==> config.mk <==
export PLATFORM = sky130hd
export DESIGN_NAME = sub_borrow_pipe_flat
export DESIGN_NICKNAME = d
export VERILOG_FILES = /design/src/rtl/alu_sub_pkg.sv /design/src/rtl/sub_borrow_pipe_if.sv /design/src/rtl/sub_slice_stage.sv /design/src/rtl/sub_borrow_pipe.sv /design/src/flat_wrapper.sv
export SDC_FILE = /design/constraint.sdc
export NUM_CORES = 1
export LEC_CHECK = 0
export BUFFER_PORTS_ARGS = -buffer_cell sky130_fd_sc_hd__buf_4
export CAP_MARGIN = 0
export CORE_ASPECT_RATIO = 1.1
export CORE_MARGIN = 2
export CORE_UTILIZATION = 53
export CTS_BUF_LIST = sky130_fd_sc_hd__clkbuf_8
export DETAILED_ROUTE_END_ITERATION = 8
export PLACE_DENSITY = 0.8
export SLEW_MARGIN = 20
export SYNTH_ARGS = -nofsm -noshare
export SYNTH_HDL_FRONTEND = slang
export SYNTH_HIERARCHICAL = 1
export SYNTH_SLANG_ARGS = --single-unit
==> constraint.sdc <==
create_clock -name clk -period 3.5 [get_ports clk]
set_input_delay 0.525 -clock clk [delete_from_list [all_inputs] [get_ports clk]]
set_output_delay 0.525 -clock clk [all_outputs]
set_load 0.05 [all_outputs]
==> src/rtl/alu_sub_pkg.sv <==
`default_nettype none
// ============================================================================
// Module   : alu_sub_pkg
// Brief    : Shared types, widths and slice-subtract helper for the SUB lane.
// Revision : 1.0 - initial release
// ============================================================================
package alu_sub_pkg;

    localparam int ALU_WIDTH = 64;
    localparam int TAG_W     = 6;

    typedef struct packed {
        logic borrow;
        logic ovf;
        logic zero;
    } sub_flags_t;

    // Slices arrive zero-extended, so bit ALU_WIDTH of the wide difference is the borrow-out.
    function automatic logic [ALU_WIDTH:0] slice_sub(
        input logic [ALU_WIDTH-1:0] a_s,
        input logic [ALU_WIDTH-1:0] b_s,
        input logic                 bin
    );
        logic [ALU_WIDTH:0] r;
        r = {1'b0, a_s} - {1'b0, b_s} - {{ALU_WIDTH{1'b0}}, bin};
        return r;
    endfunction

    // Payload entering stage idx: {tag, borrow, a-with-resolved-diff, unconsumed b}.
    function automatic int stage_in_w(input int width, input int stages, input int idx);
        return TAG_W + 1 + width + (width - idx * (width / stages));
    endfunction

    // The final stage drops b entirely and prepends {ovf, zero}.
    function automatic int stage_out_w(input int width, input int stages, input int idx);
        if (idx == stages - 1)
            return 2 + TAG_W + 1 + width;
        return stage_in_w(width, stages, idx + 1);
    endfunction

endpackage
`default_nettype wire

==> src/rtl/sub_borrow_pipe_if.sv <==
`default_nettype none
// ============================================================================
// Module   : sub_borrow_pipe_if
// Brief    : Operand/result valid-ready bundle for the pipelined subtractor.
// Revision : 1.0 - initial release
// ============================================================================
interface sub_borrow_pipe_if
    import alu_sub_pkg::*;
#(
    parameter int WIDTH = ALU_WIDTH
);
    logic             in_valid;
    logic             in_ready;
    logic [WIDTH-1:0] in_a;
    logic [WIDTH-1:0] in_b;
    logic             in_borrow;
    logic [TAG_W-1:0] in_tag;

    logic             out_valid;
    logic             out_ready;
    logic [WIDTH-1:0] out_diff;
    logic             out_borrow;
    logic             out_ovf;
    logic             out_zero;
    logic [TAG_W-1:0] out_tag;

    modport master (
        output in_valid, in_a, in_b, in_borrow, in_tag, out_ready,
        input  in_ready, out_valid, out_diff, out_borrow, out_ovf, out_zero, out_tag
    );

    modport slave (
        input  in_valid, in_a, in_b, in_borrow, in_tag, out_ready,
        output in_ready, out_valid, out_diff, out_borrow, out_ovf, out_zero, out_tag
    );
endinterface
`default_nettype wire

==> src/rtl/sub_slice_stage.sv <==
`default_nettype none
// ============================================================================
// Module   : sub_slice_stage
// Brief    : One pipeline stage: resolves one slice of a - b - borrow, holds it.
// Revision : 1.0 - initial release
// ============================================================================
module sub_slice_stage
    import alu_sub_pkg::*;
#(
    parameter int WIDTH  = ALU_WIDTH,
    parameter int STAGES = 4,
    parameter int IDX    = 0
)(
    input  logic                                      clk,
    input  logic                                      rst_n,
    input  logic                                      i_valid,
    output logic                                      o_ready,
    input  logic [stage_in_w(WIDTH, STAGES, IDX)-1:0]  i_pay,
    output logic                                      o_valid,
    input  logic                                      i_ready,
    output logic [stage_out_w(WIDTH, STAGES, IDX)-1:0] o_pay
);
    localparam int SW     = WIDTH / STAGES;
    localparam int BIN_W  = WIDTH - IDX * SW;
    localparam int PW_OUT = stage_out_w(WIDTH, STAGES, IDX);

    logic [TAG_W-1:0]  w_tag;
    logic              w_bin;
    logic [WIDTH-1:0]  w_a;
    logic [BIN_W-1:0]  w_b;
    logic [SW-1:0]     w_a_s;
    logic [SW-1:0]     w_b_s;
    logic [SW-1:0]     w_d_s;
    logic              w_bout;
    logic [WIDTH-1:0]  w_adiff;
    logic [PW_OUT-1:0] w_pay_next;

    logic              r_valid;
    logic [PW_OUT-1:0] r_pay;

    assign {w_tag, w_bin, w_a, w_b} = i_pay;

    // The lowest unconsumed b bits are always at the bottom of the narrowed b field.
    assign w_a_s  = w_a[IDX*SW +: SW];
    assign w_b_s  = w_b[SW-1:0];
    assign w_d_s  = SW'(slice_sub(ALU_WIDTH'(w_a_s), ALU_WIDTH'(w_b_s), w_bin));
    assign w_bout = 1'(slice_sub(ALU_WIDTH'(w_a_s), ALU_WIDTH'(w_b_s), w_bin) >> ALU_WIDTH);

    always_comb begin
        w_adiff                = w_a;
        w_adiff[IDX*SW +: SW]  = w_d_s;
    end

    if (IDX == STAGES - 1) begin : g_last
        logic w_ovf;
        logic w_zero;
        assign w_ovf      = (w_a[WIDTH-1] != w_b[BIN_W-1]) & (w_adiff[WIDTH-1] != w_a[WIDTH-1]);
        assign w_zero     = ~|w_adiff;
        assign w_pay_next = {w_ovf, w_zero, w_tag, w_bout, w_adiff};
    end else begin : g_mid
        assign w_pay_next = {w_tag, w_bout, w_adiff, w_b[BIN_W-1:SW]};
    end

    assign o_ready = !r_valid || i_ready;

    always_ff @(posedge clk or negedge rst_n) begin
        if (!rst_n) begin
            r_valid <= 1'b0;
            r_pay   <= '0;
        end else if (o_ready) begin
            r_valid <= i_valid;
            if (i_valid)
                r_pay <= w_pay_next;
        end
    end

    assign o_valid = r_valid;
    assign o_pay   = r_pay;

endmodule
`default_nettype wire

==> src/rtl/sub_borrow_pipe.sv <==
`default_nettype none
// ============================================================================
// Module   : sub_borrow_pipe
// Brief    : STAGES-deep valid/ready pipelined subtractor, one slice per stage.
// Revision : 1.0 - initial release
// ============================================================================
module sub_borrow_pipe
    import alu_sub_pkg::*;
#(
    parameter int WIDTH  = ALU_WIDTH,
    parameter int STAGES = 4
)(
    input  logic              clk,
    input  logic              rst_n,
    sub_borrow_pipe_if.slave  bus
);
    localparam int LAST_W = stage_out_w(WIDTH, STAGES, STAGES - 1);

    logic [STAGES:0]   w_valid;
    logic [STAGES:0]   w_ready;
    logic [LAST_W-1:0] w_last;
    sub_flags_t        w_flags;

    assign w_valid[0]       = bus.in_valid;
    assign bus.in_ready     = w_ready[0];
    assign w_ready[STAGES]  = bus.out_ready;

    for (genvar k = 0; k < STAGES; k++) begin : g_stage
        logic [stage_in_w(WIDTH, STAGES, k)-1:0]  w_pin;
        logic [stage_out_w(WIDTH, STAGES, k)-1:0] w_pout;

        if (k == 0) begin : g_first
            assign w_pin = {bus.in_tag, bus.in_borrow, bus.in_a, bus.in_b};
        end else begin : g_chain
            assign w_pin = g_stage[k-1].w_pout;
        end

        sub_slice_stage #(
            .WIDTH  (WIDTH),
            .STAGES (STAGES),
            .IDX    (k)
        ) u_stage (
            .clk     (clk),
            .rst_n   (rst_n),
            .i_valid (w_valid[k]),
            .o_ready (w_ready[k]),
            .i_pay   (w_pin),
            .o_valid (w_valid[k+1]),
            .i_ready (w_ready[k+1]),
            .o_pay   (w_pout)
        );
    end

    // The final stage register feeds the ports straight through.
    assign w_last = g_stage[STAGES-1].w_pout;
    assign {w_flags.ovf, w_flags.zero, bus.out_tag, w_flags.borrow, bus.out_diff} = w_last;

    assign bus.out_valid  = w_valid[STAGES];
    assign bus.out_borrow = w_flags.borrow;
    assign bus.out_ovf    = w_flags.ovf;
    assign bus.out_zero   = w_flags.zero;

endmodule
`default_nettype wire

==> src/flat_wrapper.sv <==
// flat-port wrapper written by rule: the top's interface ports become plain ports
module sub_borrow_pipe_flat import alu_sub_pkg::*;
#(
    parameter int WIDTH  = ALU_WIDTH,
    parameter int STAGES = 4
)
  (clk, rst_n, bus_in_valid, bus_in_a, bus_in_b, bus_in_borrow, bus_in_tag, bus_out_ready, bus_in_ready, bus_out_valid, bus_out_diff, bus_out_borrow, bus_out_ovf, bus_out_zero, bus_out_tag);
  sub_borrow_pipe_if #(.WIDTH(WIDTH)) bus_i ();
  input  logic clk;
  input  logic rst_n;
  input wire logic [$bits(bus_i.in_valid)-1:0] bus_in_valid;
  input wire logic [$bits(bus_i.in_a)-1:0] bus_in_a;
  input wire logic [$bits(bus_i.in_b)-1:0] bus_in_b;
  input wire logic [$bits(bus_i.in_borrow)-1:0] bus_in_borrow;
  input wire logic [$bits(bus_i.in_tag)-1:0] bus_in_tag;
  input wire logic [$bits(bus_i.out_ready)-1:0] bus_out_ready;
  output wire logic [$bits(bus_i.in_ready)-1:0] bus_in_ready;
  output wire logic [$bits(bus_i.out_valid)-1:0] bus_out_valid;
  output wire logic [$bits(bus_i.out_diff)-1:0] bus_out_diff;
  output wire logic [$bits(bus_i.out_borrow)-1:0] bus_out_borrow;
  output wire logic [$bits(bus_i.out_ovf)-1:0] bus_out_ovf;
  output wire logic [$bits(bus_i.out_zero)-1:0] bus_out_zero;
  output wire logic [$bits(bus_i.out_tag)-1:0] bus_out_tag;
  assign bus_i.in_valid = bus_in_valid;
  assign bus_i.in_a = bus_in_a;
  assign bus_i.in_b = bus_in_b;
  assign bus_i.in_borrow = bus_in_borrow;
  assign bus_i.in_tag = bus_in_tag;
  assign bus_i.out_ready = bus_out_ready;
  assign bus_in_ready = bus_i.in_ready;
  assign bus_out_valid = bus_i.out_valid;
  assign bus_out_diff = bus_i.out_diff;
  assign bus_out_borrow = bus_i.out_borrow;
  assign bus_out_ovf = bus_i.out_ovf;
  assign bus_out_zero = bus_i.out_zero;
  assign bus_out_tag = bus_i.out_tag;
  sub_borrow_pipe #(.WIDTH(WIDTH), .STAGES(STAGES)) u_core (.clk(clk), .rst_n(rst_n), .bus(bus_i));
endmodule
==> metrics.md <==
| Metric | Value |
|---|---|
| Row cnt | `74` |
| Hold Crit Class | `input port to register` |
| Dpl cell area | `0.02193 mm²` |
| H-tree levels | `2` |
| Final HPWL DP | `33.36 mm` |
| Die Wd | `188.3 µm` |
| Global-route wire length before repair | `76.99 mm` |
| Place WS | `-0.009519 ns` |
| Vias per inst | `5.402` |
| Fmax | `0.2949 GHz` |
| Worst Path Required | `4.03 ns` |
| Antenna violations before repair | `0` |
| Commonest non-fill, non-tap cells in the layout | `nand2_1 (883), dfrtp_1 (386), buf_4 (232), inv_1 (104), clkbuf_8 (76)` |
| # IOs | `214` |
| Die area | `0.03892 mm²` |
| Layout cells sized above 1 | `0.1886` |
| Setup TNS | `0 ns` |
| Area grow syn2layout | `17.67%` |
| Root buf cell | `clkbuf_8` |
| Grt total ovfl | `0` |
| Max rail drop VDD | `0.5914 mV` |
| First-pass detailed-route iteration total | `7` |
| Worst skew pair latency | `0.66 ns` |
| Hold Slack | `0.04811 ns` |
| TritonCTS buffer count | `61` |
| Post-synthesis register bit count | `386` |
| Port buffer count | `213` |
| Crit. End Element | `register` |
| N_diodes | `0` |
| Asr flop ratio synth | `1.000` |
| Hold path cells | `3` |
| Post-Synth Adder-Cell Area | `0.04955` |
| Fin util | `0.6306` |
| Fin. Hold Viols | `0` |
| Inst Count DP | `2862` |
| Static leakage | `11.84 nW` |
| Final worst slack | `0.1096 ns` |
| Final worst path period share | `0.9687` |
| Core ar. | `0.03694 mm²` |
| Worst Skew | `0.02708 ns` |
| Clock Path Buffers | `3` |
| Syn_nets | `2436` |
| Clock sinks | `386` |
| Unique masters post-synth | `93` |
| Final std cells w/o fill | `2976` |
| Starting Density | `0.5359` |
| Placer Congestion | `0.9318` |
| Vias | `16080` |
| Final setup violation count | `0` |
| Pwr dens | `827.5 mW/mm²` |
| Synth Area in XOR/XNOR | `0.02541` |
| DRT iter0 DRCs | `1004` |
| Ys Warns | `6` |
| Status | `complete, no violations` |
| Die height | `206.7 µm` |
| Tightest Pin Transition | `0.9426 ns` |
| Post-synthesis compound-gate area fraction | `0.1110` |
| DR WL/cell | `15.81 µm` |
| Post-DRT Antenna Nets | `0` |
| Commonest non-fill, non-tap cell in the layout | `nand2_1` |
| Fin crit period | `3.390 ns` |
| Max-cap check violation count | `0` |
| Arrival @ worst endpoint | `3.92 ns` |
| Total power draw | `19.28 mW` |
| Number of global-route vias before repair | `16040` |
| Clock slew at reported path FFs | `0.07 ns` |
| CP Class | `register to register` |
| Relative slew slack | `0.3716` |
| Unrepaired setup endpoints after global routing | `yes` |
| Final net count | `2649` |
| Largest family of logic cells by synthesized area | `simple AND/OR/NAND/NOR gates` |
| Final wirelength | `47.05 mm` |
| CTS tree | `yes` |
| Post-synthesis mux area share | `0.03678` |
| Number of enable-type register cells in the synthesized netlist | `0` |
| Syn avg cell area | `8.914 µm²` |
| Max-slew violation count | `0` |
| DRC viols | `0` |
| Sequential cell area fraction in the yosys report | `0.4879` |
| Largest net degree at the start of global routing | `92` |
| CP max FO | `4` |
| Startpoint Class | `register` |
| GRT Util Overall | `0.2426` |
| Mapped Cells | `2221` |
| Design Area, Final | `0.02330 mm²` |
| R2R depth | `10` |
| Post-synth top flop | `dfrtp_1` |
| Mapped Area | `0.01980 mm²` |
| Synth Area in Simple Gates | `0.2529` |
[worst paths after layout]
check | end | slack, ns | from
worst max-delay path | u_core/g_stage[3].u_stage/o_pay[71] | 0.11 | u_core/g_stage[2].u_stage/o_pay[0]
worst min-delay path | u_core/g_stage[0].u_stage/o_pay[4] | 0.05 | bus_in_b[20]
worst max register to register | u_core/g_stage[3].u_stage/o_pay[71] | 0.11 | u_core/g_stage[2].u_stage/o_pay[0]
worst min register to register | u_core/g_stage[2].u_stage/o_pay[82] | 0.46 | u_core/g_stage[1].u_stage/o_pay[98]
max in group asynchronous | u_core/g_stage[1].u_stage/o_pay[3] | 2.08 | rst_n
min in group asynchronous | u_core/g_stage[2].u_stage/o_pay[86] | 0.48 | rst_n
[repair_timing]
action | 4_1_cts | 5_1_grt
hold buffers | 1 | 0
hold endpoints to repair | 85 | 0
resized for setup | 1 | 5
setup endpoints to repair | 2 | 3
pin swaps | 0 | 2
setup buffers | 0 | 2
[cell usage after synthesis, types with 17 or more instances]
cell type | number | share of area
a31oi_1 | 18 | 0.0057
clkbuf_1 | 68 | 0.013
xnor2_1 | 35 | 0.015
inv_1 | 85 | 0.016
and2_1 | 21 | 0.0066
nand3_1 | 32 | 0.0081
nand2b_1 | 28 | 0.0088
nor2_1 | 57 | 0.011
ha_1 | 72 | 0.046
nand2_1 | 887 | 0.17
mux2_2 | 62 | 0.035
nor3_1 | 19 | 0.0048
or3_1 | 17 | 0.0054
dfrtp_1 | 386 | 0.49
a21oi_1 | 52 | 0.013
o21ai_0 | 72 | 0.018
[flip-flops by register name (all words and copies together), names as in the netlist]
name	count
u_core/g_stage.u_stage/o_valid	4
u_core/g_stage.u_stage/o_pay	382
[cell families after synthesis]
family / Yosys count
compound gates: 305
fa+ha+maj: 76
buf+inv: 176
xor+xnor: 52
simple gates: 1161
mux: 65
flops: 386
[critical path, cell delays in order (launching register included)]
cell and delay [ns]:
dfrtp_1 0.39, ha_1 0.23, fa_1 0.52, ha_1 0.21, nand3_1 0.10, mux2_2 0.32, or2_2 0.31, or3_2 0.50
nor4_1 0.33, xnor2_1 0.14, a32o_1 0.23
[report_power, final]
group | switching (mW) | internal (mW) | total (mW)
clock | 1.77 | 2.25 | 4.02
combinational | 5.37 | 3.18 | 8.54
sequential | 0.929 | 5.78 | 6.71
total | 8.07 | 11.2 | 19.3
[routing by layer]
layer / up-vias / global-route usage / share of wire
met5: - / 0 / 0
met4: 0 / 0.09674 / 0.029
met3: 81 / 0.03618 / 0.042
met2: 346 / 0.4276 / 0.49
met1: 7829 / 0.3021 / 0.44
li1: 7820 / - / -
[final cells by class]
class	count	area, µm²
Clock buffer	76	1046
Clock inverter	35	262.8
Fill cell	3084	13650
Inverter	85	319.1
Multi-Input combinational cell	1659	9484
Sequential cell	386	9659
Tap cell	494	618.1
Timing Repair Buffer	241	1907
Note: power is estimated with default switching activity, not from simulation.
